**src/rtl/riscv_imm_pack.sv**
```systemverilog
// rtl/riscv_imm_pack.sv - RV32I immediate-format instruction packer with LI expansion
// Optional range checking on instr_err_o: define RISCV_IMM_PACK_RANGE_CHK_EN.
module riscv_imm_pack #(
    parameter int XLEN = 32
) (
    input  logic            clk_i,
    input  logic            arst_n_i,
    input  logic            req_valid_i,
    output logic            req_ready_o,
    input  logic [3:0]      req_op_i,
    input  logic [2:0]      req_funct3_i,
    input  logic [4:0]      req_rd_i,
    input  logic [4:0]      req_rs1_i,
    input  logic [4:0]      req_rs2_i,
    input  logic [XLEN-1:0] req_imm_i,
    output logic            instr_valid_o,
    input  logic            instr_ready_i,
    output logic [XLEN-1:0] instr_o,
    output logic            instr_err_o
);

    localparam logic [6:0] OPC_OPIMM  = 7'b0010011;
    localparam logic [6:0] OPC_LOAD   = 7'b0000011;
    localparam logic [6:0] OPC_STORE  = 7'b0100011;
    localparam logic [6:0] OPC_BRANCH = 7'b1100011;
    localparam logic [6:0] OPC_LUI    = 7'b0110111;
    localparam logic [6:0] OPC_AUIPC  = 7'b0010111;
    localparam logic [6:0] OPC_JAL    = 7'b1101111;
    localparam logic [6:0] OPC_JALR   = 7'b1100111;
    localparam logic [31:0] NOP_WORD  = 32'h0000_0013;

    logic        valid_q, valid_d;
    logic        err_q, err_d;
    logic        pend_q, pend_d;
    logic [31:0] instr_q, instr_d;
    logic [31:0] pend_word_q, pend_word_d;

    logic [31:0] word_a;
    logic [31:0] word_b;
    logic        two_word;
    logic        err_c;
    logic        fits_i12;
    logic [31:0] li_hi;
    logic [31:0] imm;

    assign imm      = req_imm_i;
    assign fits_i12 = (&imm[31:11]) | ~(|imm[31:11]);
    // Low half of a split LI is sign-extended by ADDI, so the upper half is pre-rounded.
    assign li_hi    = imm + 32'h0000_0800;

    always_comb begin
        word_a   = NOP_WORD;
        word_b   = NOP_WORD;
        two_word = 1'b0;
        case (req_op_i)
            4'd0: word_a = {imm[11:0], req_rs1_i, req_funct3_i, req_rd_i, OPC_OPIMM};
            4'd1: word_a = {imm[11:0], req_rs1_i, req_funct3_i, req_rd_i, OPC_LOAD};
            4'd2: word_a = {imm[11:5], req_rs2_i, req_rs1_i, req_funct3_i, imm[4:0], OPC_STORE};
            4'd3: word_a = {imm[12], imm[10:5], req_rs2_i, req_rs1_i, req_funct3_i,
                            imm[4:1], imm[11], OPC_BRANCH};
            4'd4: word_a = {imm[31:12], req_rd_i, OPC_LUI};
            4'd5: word_a = {imm[31:12], req_rd_i, OPC_AUIPC};
            4'd6: word_a = {imm[20], imm[10:1], imm[11], imm[19:12], req_rd_i, OPC_JAL};
            4'd7: word_a = {imm[11:0], req_rs1_i, req_funct3_i, req_rd_i, OPC_JALR};
            4'd8: begin
                if (fits_i12) begin
                    word_a = {imm[11:0], 5'd0, 3'b000, req_rd_i, OPC_OPIMM};
                end else if (imm[11:0] == 12'd0) begin
                    word_a = {imm[31:12], req_rd_i, OPC_LUI};
                end else begin
                    word_a   = {li_hi[31:12], req_rd_i, OPC_LUI};
                    word_b   = {imm[11:0], req_rd_i, 3'b000, req_rd_i, OPC_OPIMM};
                    two_word = 1'b1;
                end
            end
            default: word_a = NOP_WORD;
        endcase
    end

`ifdef RISCV_IMM_PACK_RANGE_CHK_EN
    logic fits_b13;
    logic fits_j21;

    assign fits_b13 = (&imm[31:12]) | ~(|imm[31:12]);
    assign fits_j21 = (&imm[31:20]) | ~(|imm[31:20]);

    always_comb begin
        err_c = 1'b0;
        case (req_op_i)
            4'd0, 4'd1, 4'd2, 4'd7: err_c = ~fits_i12;
            4'd3:                   err_c = ~fits_b13 | imm[0];
            4'd4, 4'd5:             err_c = |imm[11:0];
            4'd6:                   err_c = ~fits_j21 | imm[0];
            4'd8:                   err_c = 1'b0;
            default:                err_c = 1'b1;
        endcase
    end
`else
    assign err_c = 1'b0;
`endif

    assign req_ready_o = ~pend_q & (~valid_q | instr_ready_i);

    always_comb begin
        valid_d     = valid_q;
        err_d       = err_q;
        pend_d      = pend_q;
        instr_d     = instr_q;
        pend_word_d = pend_word_q;
        if (req_valid_i && req_ready_o) begin
            valid_d     = 1'b1;
            instr_d     = word_a;
            err_d       = err_c;
            pend_d      = two_word;
            pend_word_d = word_b;
        end else if (valid_q && instr_ready_i) begin
            // The captured ADDI follows the LUI handshake directly, without a bubble.
            if (pend_q) begin
                instr_d = pend_word_q;
                err_d   = 1'b0;
                pend_d  = 1'b0;
            end else begin
                valid_d = 1'b0;
            end
        end
    end

    always_ff @(posedge clk_i or negedge arst_n_i) begin
        if (!arst_n_i) begin
            valid_q     <= 1'b0;
            err_q       <= 1'b0;
            pend_q      <= 1'b0;
            instr_q     <= 32'd0;
            pend_word_q <= 32'd0;
        end else begin
            valid_q     <= valid_d;
            err_q       <= err_d;
            pend_q      <= pend_d;
            instr_q     <= instr_d;
            pend_word_q <= pend_word_d;
        end
    end

    assign instr_valid_o = valid_q;
    assign instr_o       = instr_q;
    assign instr_err_o   = err_q;

endmodule

```
**config.mk**
```make
export PLATFORM = sky130hd
export DESIGN_NAME = riscv_imm_pack
export DESIGN_NICKNAME = d
export VERILOG_FILES = /design/src/rtl/riscv_imm_pack.sv
export SDC_FILE = /design/constraint.sdc
export NUM_CORES = 1
export LEC_CHECK = 0
export CORE_AREA = 2 2 91 85
export DETAILED_ROUTE_END_ITERATION = 6
export DIE_AREA = 0 0 93 87
export GPL_TIMING_DRIVEN = 0
export HOLD_SLACK_MARGIN = 0.05
export PLACE_DENSITY = 0.91
export SKIP_CTS_REPAIR_TIMING = 1
export SYNTH_ARGS = -nofsm -noshare
export SYNTH_HDL_FRONTEND = slang
export SYNTH_SLANG_ARGS = --single-unit
```
**constraint.sdc**
```tcl
create_clock -name clk_i -period 2.1 [get_ports clk_i]
set_input_delay 0.42 -clock clk_i [delete_from_list [all_inputs] [get_ports clk_i]]
set_output_delay 0.42 -clock clk_i [all_outputs]
set_load 0.02 [all_outputs]
```
==> results of run 1 <==
-- synth_stat cells, types with 3 or more instances --
cell,n,area (sq um)
sky130_fd_sc_hd__buf_1,3,11.3
sky130_fd_sc_hd__buf_2,12,60.1
sky130_fd_sc_hd__a221oi_1,7,61.3
sky130_fd_sc_hd__a22oi_1,6,45.0
sky130_fd_sc_hd__nand3_1,14,70.1
sky130_fd_sc_hd__o211ai_1,9,67.6
sky130_fd_sc_hd__and3_1,3,18.8
sky130_fd_sc_hd__o21ai_1,6,30.0
sky130_fd_sc_hd__a222oi_1,6,60.1
sky130_fd_sc_hd__a211oi_1,4,30.0
sky130_fd_sc_hd__o22ai_1,6,37.5
sky130_fd_sc_hd__nand2_1,51,191
sky130_fd_sc_hd__nor3_1,7,35.0
sky130_fd_sc_hd__inv_1,7,26.3
sky130_fd_sc_hd__buf_4,3,22.5
sky130_fd_sc_hd__dfrtp_1,51,1280
sky130_fd_sc_hd__nand4_1,6,37.5
sky130_fd_sc_hd__nor4_2,4,50.1
sky130_fd_sc_hd__nor2_1,25,93.8
sky130_fd_sc_hd__clkbuf_1,4,15.0
sky130_fd_sc_hd__a22o_1,22,193
sky130_fd_sc_hd__a21oi_1,17,85.1
sky130_fd_sc_hd__nor2_4,3,33.8
sky130_fd_sc_hd__o21ai_0,23,115
sky130_fd_sc_hd__nor2b_1,4,25.0
sky130_fd_sc_hd__nand2b_1,6,37.5
sky130_fd_sc_hd__xnor2_1,11,96.3
sky130_fd_sc_hd__and4_1,3,26.3
sky130_fd_sc_hd__buf_6,3,33.8
sky130_fd_sc_hd__xor2_1,8,70.1
-- stage by stage --
step                total power [mW]  setup TNS, ns
finish                          2.79              0
global route                    2.89         -0.177
CTS                             2.73         -14.52
detailed placement              2.02         -29.04
global placement                1.99         -65.85
floorplan                       1.57              0
-- path summary, 6_finish.rpt --
kind                                from     endpoint  slack [ns]  cells after the start
hold / removal                  arst_n_i   instr_o[1]        0.10                      1
setup reg to reg                  pend_q  instr_o[24]        0.07                      6
hold reg to reg               instr_o[9]   instr_o[9]        0.49                      2
setup / recovery            req_imm_i[0]  instr_o[31]        0.02                      7
min in group clk_i         req_imm_i[15]  instr_o[15]        0.45                      3
max in group asynchronous       arst_n_i  instr_o[21]        1.45                      2
-- area by class of cell --
cell class                 instances  area [sq um]  area share, %
tap                               96           120           2.51
multi-input combinational        295          2090           43.8
inverter                           7          26.3          0.550
clock inverter                     2          35.0          0.733
timing repair buffer              94           978           20.5
sequential                        51          1280           26.7
clock buffer                       6          82.6           1.73
buffer                            26           164           3.43
-- worst max-delay path, cell delays in order --
cell and delay, ns:
sky130_fd_sc_hd__clkdlybuf4s50_1 0.59, sky130_fd_sc_hd__nor4_4 0.33, sky130_fd_sc_hd__a31oi_4 0.18, sky130_fd_sc_hd__and4_1 0.23, sky130_fd_sc_hd__or3_1 0.30, sky130_fd_sc_hd__o211ai_1 0.11, sky130_fd_sc_hd__a221oi_1 0.11
-- power by group --
| part | switching, mW | internal [mW] |
|---|---|---|
| Combinational | 0.513 | 0.404 |
| Clock | 0.344 | 0.386 |
| Sequential | 0.0652 | 1.08 |
| Total | 0.922 | 1.87 |
-- registers in the layout (all words and copies together), names as in the netlist --
register and cells:
pend_word_q 18, instr_o 31, pend_q 1, instr_valid_o 1
-- logic make-up (layout without fill, tap and decap cells) --
logic type / Yosys count / count (layout) / share of synthesized area, %
AO/OA/AOI/OAI: 123 / 123 / 26.0
XOR/XNOR: 19 / 19 / 4.89
adder cells (fa/ha/maj): 2 / 2 / 0.735
buffers and inverters: 33 / 135 / 5.11
flip-flops: 51 / 51 / 37.5
multiplexers: 5 / 5 / 1.91
other: 1 / 1 / 0.110
AND/OR/NAND/NOR: 145 / 145 / 23.8
-- metal layers --
metal | part of all wire, % | vias up
li1 | - | 1621
met1 | 37 | 1797
met2 | 48 | 349
met3 | 12 | 62
met4 | 3.9 | 0
met5 | 0 | -
==> impl_summary.log, run 1 <==
INFO  metric outcome = completed
INFO  metric p_leak = 2.08 nW
INFO  metric synthesis.yosys.warnings = 0
INFO  metric die_height = 87 um
INFO  metric maxSlewViolCount = 0
INFO  metric post_route_cells_drive_above_1_share = 17.5%
INFO  metric grt_most_used_layer = met2
INFO  metric worstSetupStartpointType = input port
INFO  metric clk-insertion-delay-late = 0.32 ns
INFO  metric grt_use_met1 = 36.7%
INFO  metric report.final.hold_viol_count = 0
INFO  metric drt_iter0_markers = 437
INFO  metric initial_core_utilization = 47.3%
INFO  metric worst_pin_slew = 0.609 ns
INFO  metric gr-usage-all-layers = 27.9%
INFO  metric yosys.cell_types.count = 62
INFO  metric post-place-cells = 561
INFO  metric timing.slew.headroom = 59.4%
INFO  metric timing.setup.critical_path_class = input port to flip-flop
INFO  metric cts.path.max_buffers = 2
INFO  metric synth_enable_flop_cells = 0
INFO  metric first_global_vias = 3537
INFO  metric root_buffer = sky130_fd_sc_hd__clkbuf_8
INFO  metric pwr_density_cell = 584 nW/um^2
INFO  metric hold_crit_path_type = input port to asynchronous set/reset pin
INFO  metric wl_per_cell = 21.1 um
INFO  metric post-route-worst-setup-slack = 0.0221 ns
INFO  metric drt_first_pass_iters = 6
INFO  metric critical_path_peak_fanout = 6
INFO  metric std_cell_rows = 30
INFO  metric finish.cell_count_without_fillers = 577
INFO  metric cts-htree-levels = 2
INFO  metric layout.core_utilization = 66.3%
INFO  metric die_w = 93 um
INFO  metric timing.hold.ws = 0.103 ns
INFO  metric fin_crit_sh = 98.9%
INFO  metric layout.cells.most_common_list = 60 x sky130_fd_sc_hd__clkdlybuf4s50_1, 51 x sky130_fd_sc_hd__dfrtp_1, 49 x sky130_fd_sc_hd__nand2_1
INFO  metric power.ir.vdd_worst = 0.277 mV
INFO  metric gpl.final_weighted_congestion = 0.942
INFO  metric synthesis.nets = 439
INFO  metric place.port_buffers = 85
INFO  metric globalRouteMet3Util = 5.37%
INFO  metric nFillCells = 544
INFO  metric asyncSetResetFlopFracSynth = 100%
INFO  metric final_antenna_net_count = 0
INFO  metric tritoncts_num_sinks = 51
INFO  metric post_synth.cell_area_avg = 8.99 sq um
INFO  metric tritoncts.num_buffers = 5
INFO  metric insertedDiodeCount = 0
INFO  metric synth_cells = 379
INFO  metric max_clock_freq = 481 MHz
INFO  metric unrepaired_setup_endpoints_after_global_routing = yes
INFO  metric synthFlopType = sky130_fd_sc_hd__dfrtp_1
INFO  metric grt_first_pass_wirelength = 17600 um
INFO  metric period_needed = 2.08 ns
INFO  metric detailedPlacementHpwl = 8400 um
INFO  metric max_cap_viol_count = 0
INFO  metric synthesis.area = 3410 sq um
INFO  metric preCtsSetupSlack = -0.875 ns
INFO  metric setup_viol_count_final = 0
INFO  metric fp.dieArea = 8090 sq um
INFO  metric worstPathRequired = 2.28 ns
INFO  metric arrival = 2.26 ns
INFO  metric routed-via-count = 3829
INFO  metric worst_setup_hold_path_clk_slew = 0.09 ns
INFO  metric post_dp_cell_area = 4390 sq um
INFO  metric drc = 0
INFO  metric design.final.nets = 540
INFO  metric fin_worst_skew = 0.0110 ns
INFO  metric clock_tree_from_tritoncts = done
INFO  metric grt_antenna_before_repair = 0
INFO  metric ys_seq_area_share = 37.5%
INFO  metric postLayoutCellArea = 4780 sq um
INFO  metric routing_usage_on_met2 = 45.7%
INFO  metric grt_start_max_net_pins = 28
INFO  metric final_common_cell = sky130_fd_sc_hd__clkdlybuf4s50_1
INFO  metric flow.area_growth_from_synthesis = 40.3%
INFO  metric cp-end-kind = flip-flop
INFO  metric globalRouteOverflowTotal = 0
INFO  metric io_pins = 93
INFO  metric detail_route.wirelength = 12200 um
INFO  metric core_area = 7210 sq um
INFO  metric detail_route.vias_per_cell = 6.64
INFO  metric ys_ff_latch = 51
(Power assumes the default switching activity.)
==> run 2: changes to the inputs <==
--- a/config.mk
+++ b/config.mk
@@ -5,12 +5,12 @@
 export SDC_FILE = /design/constraint.sdc
 export NUM_CORES = 1
 export LEC_CHECK = 0
-export CORE_AREA = 2 2 91 85
+export CORE_AREA = 2 2 96 89
 export DETAILED_ROUTE_END_ITERATION = 6
-export DIE_AREA = 0 0 93 87
+export DIE_AREA = 0 0 98 91
 export GPL_TIMING_DRIVEN = 0
 export HOLD_SLACK_MARGIN = 0.05
-export PLACE_DENSITY = 0.91
+export PLACE_DENSITY = 0.88
 export SKIP_CTS_REPAIR_TIMING = 1
 export SYNTH_ARGS = -nofsm -noshare
 export SYNTH_HDL_FRONTEND = slang
==> constraint.sdc (replaced) <==
create_clock -name clk_i -period 1.7 [get_ports clk_i]
set_input_delay 0.34 -clock clk_i [delete_from_list [all_inputs] [get_ports clk_i]]
set_output_delay 0.34 -clock clk_i [all_outputs]
set_load 0.02 [all_outputs]
==> impl_summary.log, run 2 (synthesis results as in run 1) <==
INFO  metric outcome = complete, but fails checks
INFO  metric failed_checks = negative setup slack
INFO  metric gr-usage-all-layers = 25.1% (-2.8 points)
INFO  metric critical_path_peak_fanout = 6 (unchanged)
INFO  metric grt_start_max_net_pins = 31 (+11%)
INFO  metric power.ir.vdd_worst = 0.317 mV (+15%)
INFO  metric fin_worst_skew = 0.00697 ns (-0.00408 ns)
INFO  metric unrepaired_setup_endpoints_after_global_routing = yes
INFO  metric dr_wl_met2 = 6010 um (+3.9%)
INFO  metric arrival = 1.98 ns (-0.28 ns)
INFO  metric post_dp_cell_area = 4480 sq um (+2.0%)
INFO  metric post-route-worst-setup-slack = -0.0866 ns (-0.109 ns)
INFO  metric insertedDiodeCount = 0 (unchanged)
INFO  metric maxUsedRoutingLayer = met4
INFO  metric die_height = 91 um (+4.6%)
INFO  metric worstSetupStartpointType = input port
INFO  metric die_w = 98 um (+5.4%)
INFO  metric tritoncts.num_buffers = 5 (unchanged)
INFO  metric startpoint = req_valid_i
INFO  metric routedLengthMet1 = 4720 um (+5.3%)
INFO  metric max_cap_viol_count = 0 (unchanged)
INFO  metric hold_path_startpoint = req_imm_i[5]
INFO  metric grt_first_pass_wirelength = 18200 um (+3.0%)
INFO  metric layout.cells.most_common_list = 51 x sky130_fd_sc_hd__clkdlybuf4s50_1, 50 x sky130_fd_sc_hd__dfrtp_1, 48 x sky130_fd_sc_hd__nand2_1
INFO  metric setup_viol_count_final = 15 (+15)
INFO  metric layout.core_utilization = 64.0% (-2.3 points)
INFO  metric cts-htree-levels = 2 (unchanged)
INFO  metric pwr_density_cell = 664 nW/um^2 (+14%)
INFO  metric totalNegativeSetupSlack = -0.556 ns (-0.556 ns)
INFO  metric tritoncts_num_sinks = 51 (unchanged)
INFO  metric timing.setup.critical_path_class = input port to flip-flop
INFO  metric place.port_buffers = 85 (unchanged)
INFO  metric std_cell_rows = 31 (+3.3%)
INFO  metric critical_path.reg2reg.startpoint = pend_q
INFO  metric final_antenna_net_count = 0 (unchanged)
INFO  metric timing.slew.headroom = 64.5% (+5.1 points)
INFO  metric p_leak = 2.19 nW (+4.9%)
INFO  metric timing.critical_path.cells = clkdlybuf4s50_1 > nand2b_4 > a21o_1 > buf_2 > a221o_1 > a31oi_1 > o21ai_1
INFO  metric drc = 0 (unchanged)
INFO  metric detailedPlacementHpwl = 8550 um (+1.8%)
INFO  metric initial_core_utilization = 43.3% (-4.0 points)
INFO  metric globalRouteOverflowTotal = 0 (unchanged)
INFO  metric routed-via-count = 3884 (+1.4%)
INFO  metric critical-path-slowest-cell = sky130_fd_sc_hd__clkdlybuf4s50_1
INFO  metric postLayoutCellArea = 5040 sq um (+5.4%)
INFO  metric detail_route.wirelength = 12600 um (+3.7%)
INFO  metric gpl.final_weighted_congestion = 0.940 (-0.17%)
INFO  metric worst_path_dominant_cell_family = compound AO/OA/AOI/OAI gates
INFO  metric worstPathRequired = 1.89 ns (-0.39 ns)
INFO  metric drt_iter0_markers = 458 (+4.8%)
INFO  metric fp.dieArea = 8920 sq um (+10%)
INFO  metric cpPeakStageDelay = 0.51 ns (-0.08 ns)
INFO  metric maxSlewViolCount = 0 (unchanged)
INFO  metric fin_crit_sh = 105%
INFO  metric worst_setup_hold_path_clk_slew = 0.10 ns (about the same)
INFO  metric first_global_vias = 3617 (+2.3%)
INFO  metric hold_crit_path_type = input port to flip-flop
INFO  metric io_pins = 93 (unchanged)
INFO  metric max_clock_freq = 560 MHz
INFO  metric final_common_cell = sky130_fd_sc_hd__clkdlybuf4s50_1
INFO  metric wl_per_cell = 21.1 um (about the same)
INFO  metric preCtsSetupSlack = -1.17 ns (-0.300 ns)
INFO  metric worst_pin_slew = 0.533 ns (-0.0762 ns)
INFO  metric clock_tree_from_tritoncts = done
INFO  metric detail_route.vias_per_cell = 6.49 (-2.1%)
INFO  metric post_route_cells_drive_above_1_share = 25.9% (+8.4 points)
INFO  metric drt_first_pass_iters = 5 (-1)
INFO  metric largest_reg_flops = 31 (unchanged)
INFO  metric design.final.nets = 558 (+3.3%)
INFO  metric root_buffer = sky130_fd_sc_hd__clkbuf_8
INFO  metric period_needed = 1.79 ns
INFO  metric core_area = 7870 sq um (+9.3%)
INFO  metric clk-insertion-delay-late = 0.31 ns (about the same)
INFO  metric cts.path.max_buffers = 2 (unchanged)
INFO  metric met3RoutedLength = 1370 um (-3.7%)
INFO  metric report.final.hold_viol_count = 0 (unchanged)
INFO  metric cp-end-kind = flip-flop
INFO  metric timing.critical_path.buf_inv = 2 (+1)
INFO  metric grt_antenna_before_repair = 0 (unchanged)
INFO  metric timing.hold.ws = 0.379 ns (+0.276 ns)
INFO  metric flow.area_growth_from_synthesis = 47.9%
-- run 2: cell count changes in the layout (fill, tap and decap cells not counted), moves of 4 or more --
cell / delta
sky130_fd_sc_hd__a221oi_1: -5
sky130_fd_sc_hd__clkbuf_2: +4
sky130_fd_sc_hd__buf_2: -5
sky130_fd_sc_hd__o21ai_0: -5
sky130_fd_sc_hd__buf_6: +7
sky130_fd_sc_hd__o21ai_1: +5
sky130_fd_sc_hd__buf_4: +23
sky130_fd_sc_hd__a221oi_2: +5
sky130_fd_sc_hd__clkdlybuf4s50_1: -9
-- run 2: power breakdown --
group | total (mW) | switching, mW | internal [mW]
Clock | 0.691 | 0.400 | 0.290
Combinational | 1.24 | 0.677 | 0.565
Sequential | 1.41 | 0.0800 | 1.33
Total | 3.34 | 1.16 | 2.18
-- run 2: final cells by class --
cell class                 instances  area (sq um)
buffer                            24           211
clock buffer                       7          76.3
clock inverter                     1          5.00
fill                             608          2840
inverter                           7          31.3
multi-input combinational        295          2220
sequential                        51          1280
tap                               99           124
timing repair buffer             114          1090
-- run 2: metal layers --
metal	vias to the layer above	GRT usage, %
met1	1858	33.5
li1	1663	-
met5	-	0
met3	60	5.62
met4	0	9.61
met2	303	40.0
-- run 2: worst register-to-register path: stages (launching register included) --
cell and delay, ns:
sky130_fd_sc_hd__dfrtp_1 0.40, sky130_fd_sc_hd__buf_4 0.14, sky130_fd_sc_hd__nand2_1 0.07, sky130_fd_sc_hd__a21o_1 0.22, sky130_fd_sc_hd__buf_2 0.20, sky130_fd_sc_hd__a221o_1 0.37
sky130_fd_sc_hd__a31oi_1 0.16, sky130_fd_sc_hd__o21ai_1 0.10
-- run 2: metrics by stage --
stage	std cells	power [mW]
6_report	598	3.34
5_1_grt	598	3.49
4_1_cts	572	3.20
3_5_place_dp	564	2.52
3_3_place_gp	563	2.49
2_1_floorplan	379	1.95
-- run 2: final timing paths --
| kind | depth (start not counted) | end | slack, ns |
|---|---|---|---|
| max | 7 | instr_o[27] | -0.09 |
| min | 2 | pend_word_q[25] | 0.38 |
| max reg2reg | 7 | instr_o[27] | -0.07 |
| min reg2reg | 2 | instr_o[7] | 0.48 |
| max in group asynchronous | 3 | instr_o[16] | 0.62 |
| min in group asynchronous | 2 | instr_o[1] | 0.54 |
